<file path="src/rtl/bram_mul_pkg.sv">
// Constants and types shared by the multiplier BRAM controller and result reader.
// The result-region placement must match the controller's write side.
package bram_mul_pkg;

  typedef enum logic [1:0] {
    IDLE  = 2'b00,
    READ  = 2'b01,
    DRAIN = 2'b10
  } state_t;

  localparam int              DEFAULT_DATA_WIDTH = 4;
  localparam logic [11:0]     DEFAULT_BASE_ADDR  = 12'h040;
  localparam int              DEFAULT_DEPTH      = 64;
  localparam int              DEFAULT_RES_WIDTH  = 2 * DEFAULT_DATA_WIDTH;

  // A product of two DATA_WIDTH operands occupies the low 2*DATA_WIDTH bits of a word.
  function automatic int res_width(input int data_width);
    return 2 * data_width;
  endfunction

endpackage

</file>
<file path="src/rtl/bram_rd_fifo2.sv">
// Two-entry synchronous FIFO that absorbs BRAM read data while the consumer stalls.
module bram_rd_fifo2 #(
  parameter int WIDTH = 8
) (
  input  logic             clk,
  input  logic             rst,
  input  logic             push,
  input  logic             pop,
  input  logic [WIDTH-1:0] din,
  output logic [WIDTH-1:0] dout,
  output logic             full,
  output logic             empty,
  output logic [1:0]       count
);

  logic [WIDTH-1:0] mem [2];
  logic             wr_ptr;
  logic             rd_ptr;
  logic             do_push;
  logic             do_pop;

  assign full    = (count == 2'd2);
  assign empty   = (count == 2'd0);
  assign do_pop  = pop && !empty;
  assign do_push = push && !full;
  assign dout    = mem[rd_ptr];

  always_ff @(posedge clk) begin
    if (rst) begin
      mem[0] <= '0;
      mem[1] <= '0;
      wr_ptr <= 1'b0;
      rd_ptr <= 1'b0;
      count  <= 2'd0;
    end else begin
      if (do_push) begin
        mem[wr_ptr] <= din;
        wr_ptr      <= ~wr_ptr;
      end
      if (do_pop) begin
        rd_ptr <= ~rd_ptr;
      end
      case ({do_push, do_pop})
        2'b10:   count <= count + 2'd1;
        2'b01:   count <= count - 2'd1;
        default: count <= count;
      endcase
    end
  end

endmodule

</file>
<file path="src/rtl/bram_result_reader.sv">
// Streams multiplier results out of the BRAM result region over a valid/ready port.
// Reads are credit-limited so every returned word always has a FIFO slot waiting.
module bram_result_reader
  import bram_mul_pkg::*;
#(
  parameter int                   DATA_WIDTH = DEFAULT_DATA_WIDTH,
  parameter int                   BRAM_WIDTH = 18,
  parameter int                   BRAM_ADDR  = 12,
  parameter logic [BRAM_ADDR-1:0] BASE_ADDR  = BRAM_ADDR'(DEFAULT_BASE_ADDR),
  parameter int                   DEPTH      = DEFAULT_DEPTH
) (
  input  logic                    clk,
  input  logic                    rst,
  input  logic                    start,
  input  logic [BRAM_ADDR-1:0]    len,
  output logic                    rd_en,
  output logic [BRAM_ADDR-1:0]    rd_addr,
  input  logic [BRAM_WIDTH-1:0]   rd_dout,
  output logic                    res_valid,
  input  logic                    res_ready,
  output logic [2*DATA_WIDTH-1:0] res_data,
  output logic                    res_last,
  output logic                    busy,
  output logic                    done,
  output logic                    fmt_err
);

  localparam int                   RW        = res_width(DATA_WIDTH);
  localparam logic [BRAM_ADDR-1:0] LAST_ADDR = BASE_ADDR + BRAM_ADDR'(DEPTH - 1);
  localparam logic [BRAM_ADDR-1:0] ONE       = BRAM_ADDR'(1);

  state_t               state;
  logic [BRAM_ADDR-1:0] issue_cnt;
  logic [BRAM_ADDR-1:0] beat_cnt;
  logic                 in_flight;
  logic                 pop;
  logic                 fifo_full;
  logic                 fifo_empty;
  logic [1:0]           fifo_count;
  logic [2:0]           committed;

  // Slots already spoken for once this cycle's pop leaves: a read issued now
  // lands two edges later, so it needs one slot free after the pop.
  assign pop       = res_valid && res_ready;
  assign committed = {1'b0, fifo_count} + {2'b00, in_flight} - {2'b00, pop};
  assign rd_en     = (state == READ) && (issue_cnt != '0) && !fifo_full && (committed < 3'd2);
  assign res_valid = !fifo_empty;
  assign res_last  = res_valid && (beat_cnt == ONE);
  assign busy      = (state != IDLE);

  bram_rd_fifo2 #(
    .WIDTH (RW)
  ) u_fifo (
    .clk   (clk),
    .rst   (rst),
    .push  (in_flight),
    .pop   (pop),
    .din   (rd_dout[RW-1:0]),
    .dout  (res_data),
    .full  (fifo_full),
    .empty (fifo_empty),
    .count (fifo_count)
  );

  always_ff @(posedge clk) begin
    if (rst) begin
      state     <= IDLE;
      issue_cnt <= '0;
      beat_cnt  <= '0;
      rd_addr   <= BASE_ADDR;
      in_flight <= 1'b0;
      done      <= 1'b0;
      fmt_err   <= 1'b0;
    end else begin
      done      <= 1'b0;
      in_flight <= rd_en;
      if (in_flight && (|rd_dout[BRAM_WIDTH-1:RW])) begin
        fmt_err <= 1'b1;
      end
      if (pop) begin
        beat_cnt <= beat_cnt - ONE;
      end
      case (state)
        IDLE: begin
          if (start) begin
            fmt_err <= 1'b0;
            if (len == '0) begin
              done <= 1'b1;
            end else begin
              issue_cnt <= len;
              beat_cnt  <= len;
              rd_addr   <= BASE_ADDR;
              state     <= READ;
            end
          end
        end
        READ: begin
          if (rd_en) begin
            issue_cnt <= issue_cnt - ONE;
            rd_addr   <= (rd_addr == LAST_ADDR) ? BASE_ADDR : rd_addr + ONE;
            if (issue_cnt == ONE) begin
              state <= DRAIN;
            end
          end
        end
        DRAIN: begin
          if (pop && (beat_cnt == ONE)) begin
            done  <= 1'b1;
            state <= IDLE;
          end
        end
        default: state <= IDLE;
      endcase
    end
  end

endmodule
</file>
<file path="config.mk">
export PLATFORM = sky130hd
export DESIGN_NAME = bram_result_reader
export DESIGN_NICKNAME = d
export VERILOG_FILES = /design/src/rtl/bram_mul_pkg.sv /design/src/rtl/bram_rd_fifo2.sv /design/src/rtl/bram_result_reader.sv
export SDC_FILE = /design/constraint.sdc
export NUM_CORES = 1
export LEC_CHECK = 0
export CAP_MARGIN = 15
export CORE_MARGIN = 2
export CORE_UTILIZATION = 50
export DETAILED_ROUTE_END_ITERATION = 10
export MAX_ROUTING_LAYER = met4
export PLACE_DENSITY = 0.75
export SLEW_MARGIN = 20
export SYNTH_ARGS = -nofsm -noshare
export SYNTH_HDL_FRONTEND = slang
export SYNTH_SLANG_ARGS = --single-unit
</file>
<file path="constraint.sdc">
create_clock -name clk -period 3.65 [get_ports clk]
set_clock_uncertainty 0.1 [all_clocks]
set_input_delay 0.5475 -clock clk [delete_from_list [all_inputs] [get_ports clk]]
set_output_delay 0.5475 -clock clk [all_outputs]
set_load 0.03 [all_outputs]
</file>
-- Yosys cells after proc, flatten, opt, wreduce, memory -nomap -nowiden
Memories as Yosys holds them, arrays and structs flattened. A register that Yosys moved wholly into a read port is not among the register bits.
Cells that the tools add are included.
- register bits after elaboration: 45
- latch bits: 0
- memory bits (writable): 16
- bits in read-only memories: 0
- memories: 1
- add/sub/neg operators: 7
- $mul: 0
- div/mod/pow operators: 0
- order comparisons: 1
- equality and inequality tests: 13
- shifts and indexed selects: 0
- multiplexer cells: 37
- bitwise gates (word level): 2
- reduce and logical (&&, ||, !) cells: 22
- memories (memory ; depth ; width ; rd ports ; clocked after memory_dff ; wr ports ; RTL line ; RTL):
    u_fifo.mem ; 2 ; 8 ; 1 ; 1 ; 2 ; bram_rd_fifo2.sv:16 ; logic [WIDTH-1:0] mem [2];
- operators by type and width (cell ; number):
    $mux 12 ; 11
    $pmux 12 s2 ; 2
    $eq 12x1->1 const B ; 2
    $sub 12x1->12 const B ; 2
    $mux 1 ; 15
    $add 12x1->12 const B ; 1
    $eq 12x7->1 const B ; 1
    $logic_not 12->1 ; 1
    $reduce_bool 12->1 ; 1
    $mux 2 ; 5
    $reduce_or 10->1 ; 1
    $logic_and 1x1->1 ; 9
    $mux 8 ; 1
    $ne 2x2->1 const B ; 4
    $reduce_or 8->1 ; 1
    $eq 2x2->1 const B ; 3
    $pmux 2 s3 ; 1
    $reduce_bool 2->1 ; 3
    $reduce_and 5->1 ; 1
    $eq 2x1->1 const B ; 2
    $logic_not 2->1 ; 2
    $pmux 2 s2 ; 1
    $reduce_and 4->1 ; 1
    $add 2x1->3 ; 1
    8 further kinds ; 10

-- Longest topological paths before layout
- depth in word-level cells: 8
- mapped depth: 11
- mapped depth without buffers: 9

-- Hierarchy
Synthesis repeated with hierarchy kept, for this count alone.
- cells, all modules: 399
- area, all modules: 3419.5 sq um
- by module, submodules not included (module ; instances ; cells an instance ; area each (sq um) ; sequential area each (sq um)):
    bram_result_reader ; 1 ; 321 ; 2483.6 ; 820.8
    bram_rd_fifo2 ; 1 ; 78 ; 935.9 ; 580.6

-- Worst setup path before layout
OpenSTA, ideal clock, no wires.
- path type: input to register
- from: input res_ready
- to: register rd_addr[6]
- library setup time: 0.120 ns
- arrival: 3.084 ns
- required time: 3.430 ns
- setup slack: 0.346 ns
- cell stages on the path: 9
- path through: nand2_1 nor2_1 o21ai_0 fa_1 or3b_2 a21o_1 nor2_1 nand3_1 a211o_1
- word-level cells in the longest chain between the ends: 6
- RTL lines (element ; RTL line ; RTL):
    from (decl) ; bram_result_reader.sv:20 ; input logic res_ready,
    $logic_and 1x1->1 ; bram_result_reader.sv:44 ; assign pop = res_valid && res_ready;
    $sub 3x1->3 ; bram_result_reader.sv:45 ; assign committed = {1'b0, fifo_count} + {2'b00, in_flight} - {2'b00, pop};
    $lt 3x2->1 ; bram_result_reader.sv:46 ; assign rd_en = (state == READ) && (issue_cnt != '0) && !fifo_full && (committed < 3'd2);
    $logic_and 1x1->1 ; bram_result_reader.sv:46 ;
    net rd_en ; bram_result_reader.sv:16 ; output logic rd_en,
    $ne 2x2->1 (no line) ; - ;
    $reduce_and 4->1 (no line) ; - ;
    to (signal assigned) ; bram_result_reader.sv:100 ; rd_addr <= (rd_addr == LAST_ADDR) ? BASE_ADDR : rd_addr + ONE;
    to (decl) ; bram_result_reader.sv:17 ; output logic [BRAM_ADDR-1:0] rd_addr,
The timed path passes the listed nets, and every way through them passes these cells.
A chain may end at the register's enable or synchronous reset.

-- Worst setup path in the final report
- from: input res_ready
- to: output rd_en
- word-level cells in the longest chain between the ends: 4
- RTL lines (element ; RTL line):
    $logic_and 1x1->1 ; bram_result_reader.sv:44
    $sub 3x1->3 ; bram_result_reader.sv:45
    $lt 3x2->1 ; bram_result_reader.sv:46
    $logic_and 1x1->1 ; bram_result_reader.sv:46
    to (decl) ; bram_result_reader.sv:16
No other way between the ends.

==> summary.md <==
| Metric | Value |
|---|---|
| Largest net degree at the start of global routing | `47` |
| Worst setup SP type | `primary input` |
| Die Area | `0.00738 mm2` |
| Area leader, netlist | `dfxtp_1` |
| Mapped Area | `0.00335 mm2` |
| Setup TNS | `0 ps` |
| Post-synth top flop | `dfxtp_1` |
| Vias in the first global route | `2,858` |
| Hold crit path type | `reg2reg` |
| DR vias | `3,018` |
| Clk Tree Root Cell | `clkbuf_8` |
| Final #Nets | `481` |
| Number of diodes | `0` |
| Number of cell rows | `29` |
| Drt drc | `0` |
| Port bufs | `59` |
| Worst-path clk slew | `70 ps` |
| Placer Congestion | `0.926` |
| Complex-gate fraction of the synthesized area | `0.185` |
| CTS tree | `yes` |
| Endpoint arrival time on the critical path | `2810 ps` |
| Mux contribution to synthesized area | `0.0298` |
| Total grt overflow | `0` |
| Clock Path Buffers | `2` |
| #FFs+latches synth | `62` |
| Avg Inst Size Synth | `8.80 um2` |
| Boundary pin count | `60` |
| Initial DRC count | `181` |
| Max Clock Freq | `289 MHz` |
| Drt wl/cell | `15.8 um` |
| Critical path type | `in2out` |
| Final core utilization | `0.659` |
| Main combinational cell family by area after synthesis | `simple AND/OR/NAND/NOR gates` |
| Final setup fails | `0` |
| Max Cap Viol | `0` |
| Seq/Total Area, Yosys | `0.418` |
| DIE WIDTH | `85.9 um` |
| CTS buffer count | `9` |
| Relative slew slack | `0.363` |
| Worst EP required | `3000 ps` |
| Kind of end point of the critical path | `output pin` |
| Synthesized Nets | `423` |
| Synth Warn # | `0` |
| Run status | `complete, no violations` |
| Hold Vio Cnt, Final | `0` |
| Tmin final | `3460 ps` |
| Routed WL | `8.25 mm` |
| RSZ-0062 raised after global routing | `no` |
| Leakage | `1.49 nW` |
| Final Max Tran Viols | `0` |
| PD cells | `533 mW/mm2` |
| Skew-Pair Late Insertion Delay | `330 ps` |
| Slew @ Worst Pin | `956 ps` |
| Yosys cell types | `54` |
| H-tree depth | `3` |
| Synth-to-layout area growth | `26.2%` |
| Initial core utilization | `0.522` |
| Post-synthesis adder-cell area fraction | `0.0321` |
| Share of layout cells above drive strength 1 | `0.131` |
| Fin crit share | `0.947` |
| Synth Area in XOR/XNOR | `0.0287` |
| Initial antenna violation count | `0` |
| Area fraction of the dominant cell type after synthesis | `0.275` |
| Overall routing resource usage | `0.237` |
| DRT Pass-1 Iters | `5` |
| DRT antenna net count | `0` |
| Async set-reset flop share out of synthesis | `0` |
| Max Fanout on Critical Path | `5` |
| Simple-gate share of the synthesized area | `0.261` |
| Clock Sinks | `62` |
| Cells after Synth | `381` |
| DR vias/cell | `5.79` |
| Post-synth EDFFs | `16` |
| Core box area | `0.00642 mm2` |
| First-pass GRT wire length | `13.6 mm` |
| Top post-synthesis cells by area | `dfxtp_1, edfxtp_1, a21oi_1, nor2_1, o21ai_0` |
| VDD IR-drop max | `0.273 mV` |
| Height of the die | `85.9 um` |
| DP Wirelength | `5.86 mm` |
-- through the flow --
stage               std cells  instance area [um2]  hold slack, ps  power (mW)  setup slack [ps]
floorplan                 381                 3350             347        1.39               346
global placement          504                 4000             357        1.59              65.1
detailed placement        504                 4000             362        1.60              6.27
CTS                       520                 4220             372        2.25              45.5
global route              521                 4230             386        2.39              63.3
finish                    521                 4230             371        2.26               193
-- sequential cells by signal, summed over array words and instances, names as in the netlist, 2 cells and up, named ones only --
signal and count:
beat_cnt 12, issue_cnt 12, rd_addr 12, state 2, u_fifo.count 2, u_fifo.mem 16
-- worst paths after layout --
check	start	end	slack (ps)	cells after the start
worst min register to register	issue_cnt[11]	issue_cnt[11]	370	2
worst max register to register	u_fifo.count[1]	rd_addr[10]	410	11
worst max-delay path	res_ready	rd_en	190	9
worst min-delay path	issue_cnt[11]	issue_cnt[11]	370	2
-- worst max-delay path, cell delays in order --
cell and delay [ps]:
clkdlybuf4s50_1 440, buf_4 170, nor2b_1 120, o21ai_1 90, fa_1 540, or3b_4 380, a21o_1 220, nor2_2 140
buf_6 150
-- synth_stat cells, types with 6 or more instances --
library cell  count
dfxtp_1          46
nor2_1           39
a21oi_1          35
o21ai_0          22
nand2_1          17
and2_1           16
edfxtp_1         16
clkbuf_1         14
nor3_1           14
a211oi_1         13
inv_1            13
or2_2            11
nand3_1          10
or4_1             9
mux2_2            8
ha_1              7
or3_1             7
xor2_1            6
-- cells in the final DEF (no fill, tap or decap), types with 3 or more instances in the layout --
master / netlist / routed
a211o_1: 3 / 3
a211oi_1: 13 / 13
a21o_1: 3 / 3
a21oi_1: 35 / 35
a22oi_1: 3 / 3
and2_1: 16 / 16
buf_4: 2 / 10
clkbuf_8: 0 / 9
clkdlybuf4s50_1: 0 / 57
dfxtp_1: 46 / 46
edfxtp_1: 16 / 16
ha_1: 7 / 7
inv_1: 13 / 13
mux2_2: 8 / 8
nand2_1: 17 / 17
nand2b_1: 3 / 3
nand3_1: 10 / 10
nand3b_1: 4 / 4
nand4_1: 4 / 4
nand4b_1: 3 / 3
nor2_1: 39 / 37
nor2b_1: 4 / 4
nor3_1: 14 / 14
nor3b_1: 3 / 3
nor4_1: 4 / 4
o21ai_0: 22 / 21
o32ai_1: 5 / 5
or2_2: 11 / 11
or3_1: 7 / 7
or4_1: 9 / 9
xnor2_1: 5 / 5
xor2_1: 6 / 6
-- metal layers --
| metal | vias to the layer above | wire (um) | GRT usage | share of wire |
|---|---|---|---|---|
| met3 | 12 | 316 | 0.0404 | 0.038 |
| met5 | - | 0 | - | 0 |
| met1 | 1411 | 3890 | 0.322 | 0.47 |
| met4 | 0 | 82 | 0.0952 | 0.0099 |
| met2 | 88 | 3960 | 0.351 | 0.48 |
| li1 | 1507 | - | - | - |
-- report_power, final --
part | internal, mW | switching, mW | total [mW]
sequential | 0.785 | 0.0855 | 0.870
clock | 0.380 | 0.273 | 0.653
combinational | 0.332 | 0.402 | 0.734
total | 1.50 | 0.761 | 2.26
-- cell type report --
class,instances,area [um2]
clock buffers,9,124
clock inverters,7,88.8
fillers,542,2190
inverters,13,48.8
multi-input cells,284,1810
flip-flops and latches,62,1400
well taps,77,96.3
repair buffers,69,662
-- cells by family after synthesis --
kind of cell / count (synthesis)
AND/OR/NAND/NOR: 157
AO/OA/AOI/OAI: 99
flip-flops: 62
buffers and inverters: 35
XOR/XNOR: 11
multiplexers: 9
adder cells (fa/ha/maj): 8
-- timing repair --
item | CTS | global route
buffers inserted | 0 | 1
endpoints found under the hold margin | 0 | 0
resized for setup | 0 | 5
endpoints found under the setup margin | 0 | 1
hold buffers | 0 | 0
Note: power is estimated with default switching activity, not from simulation.
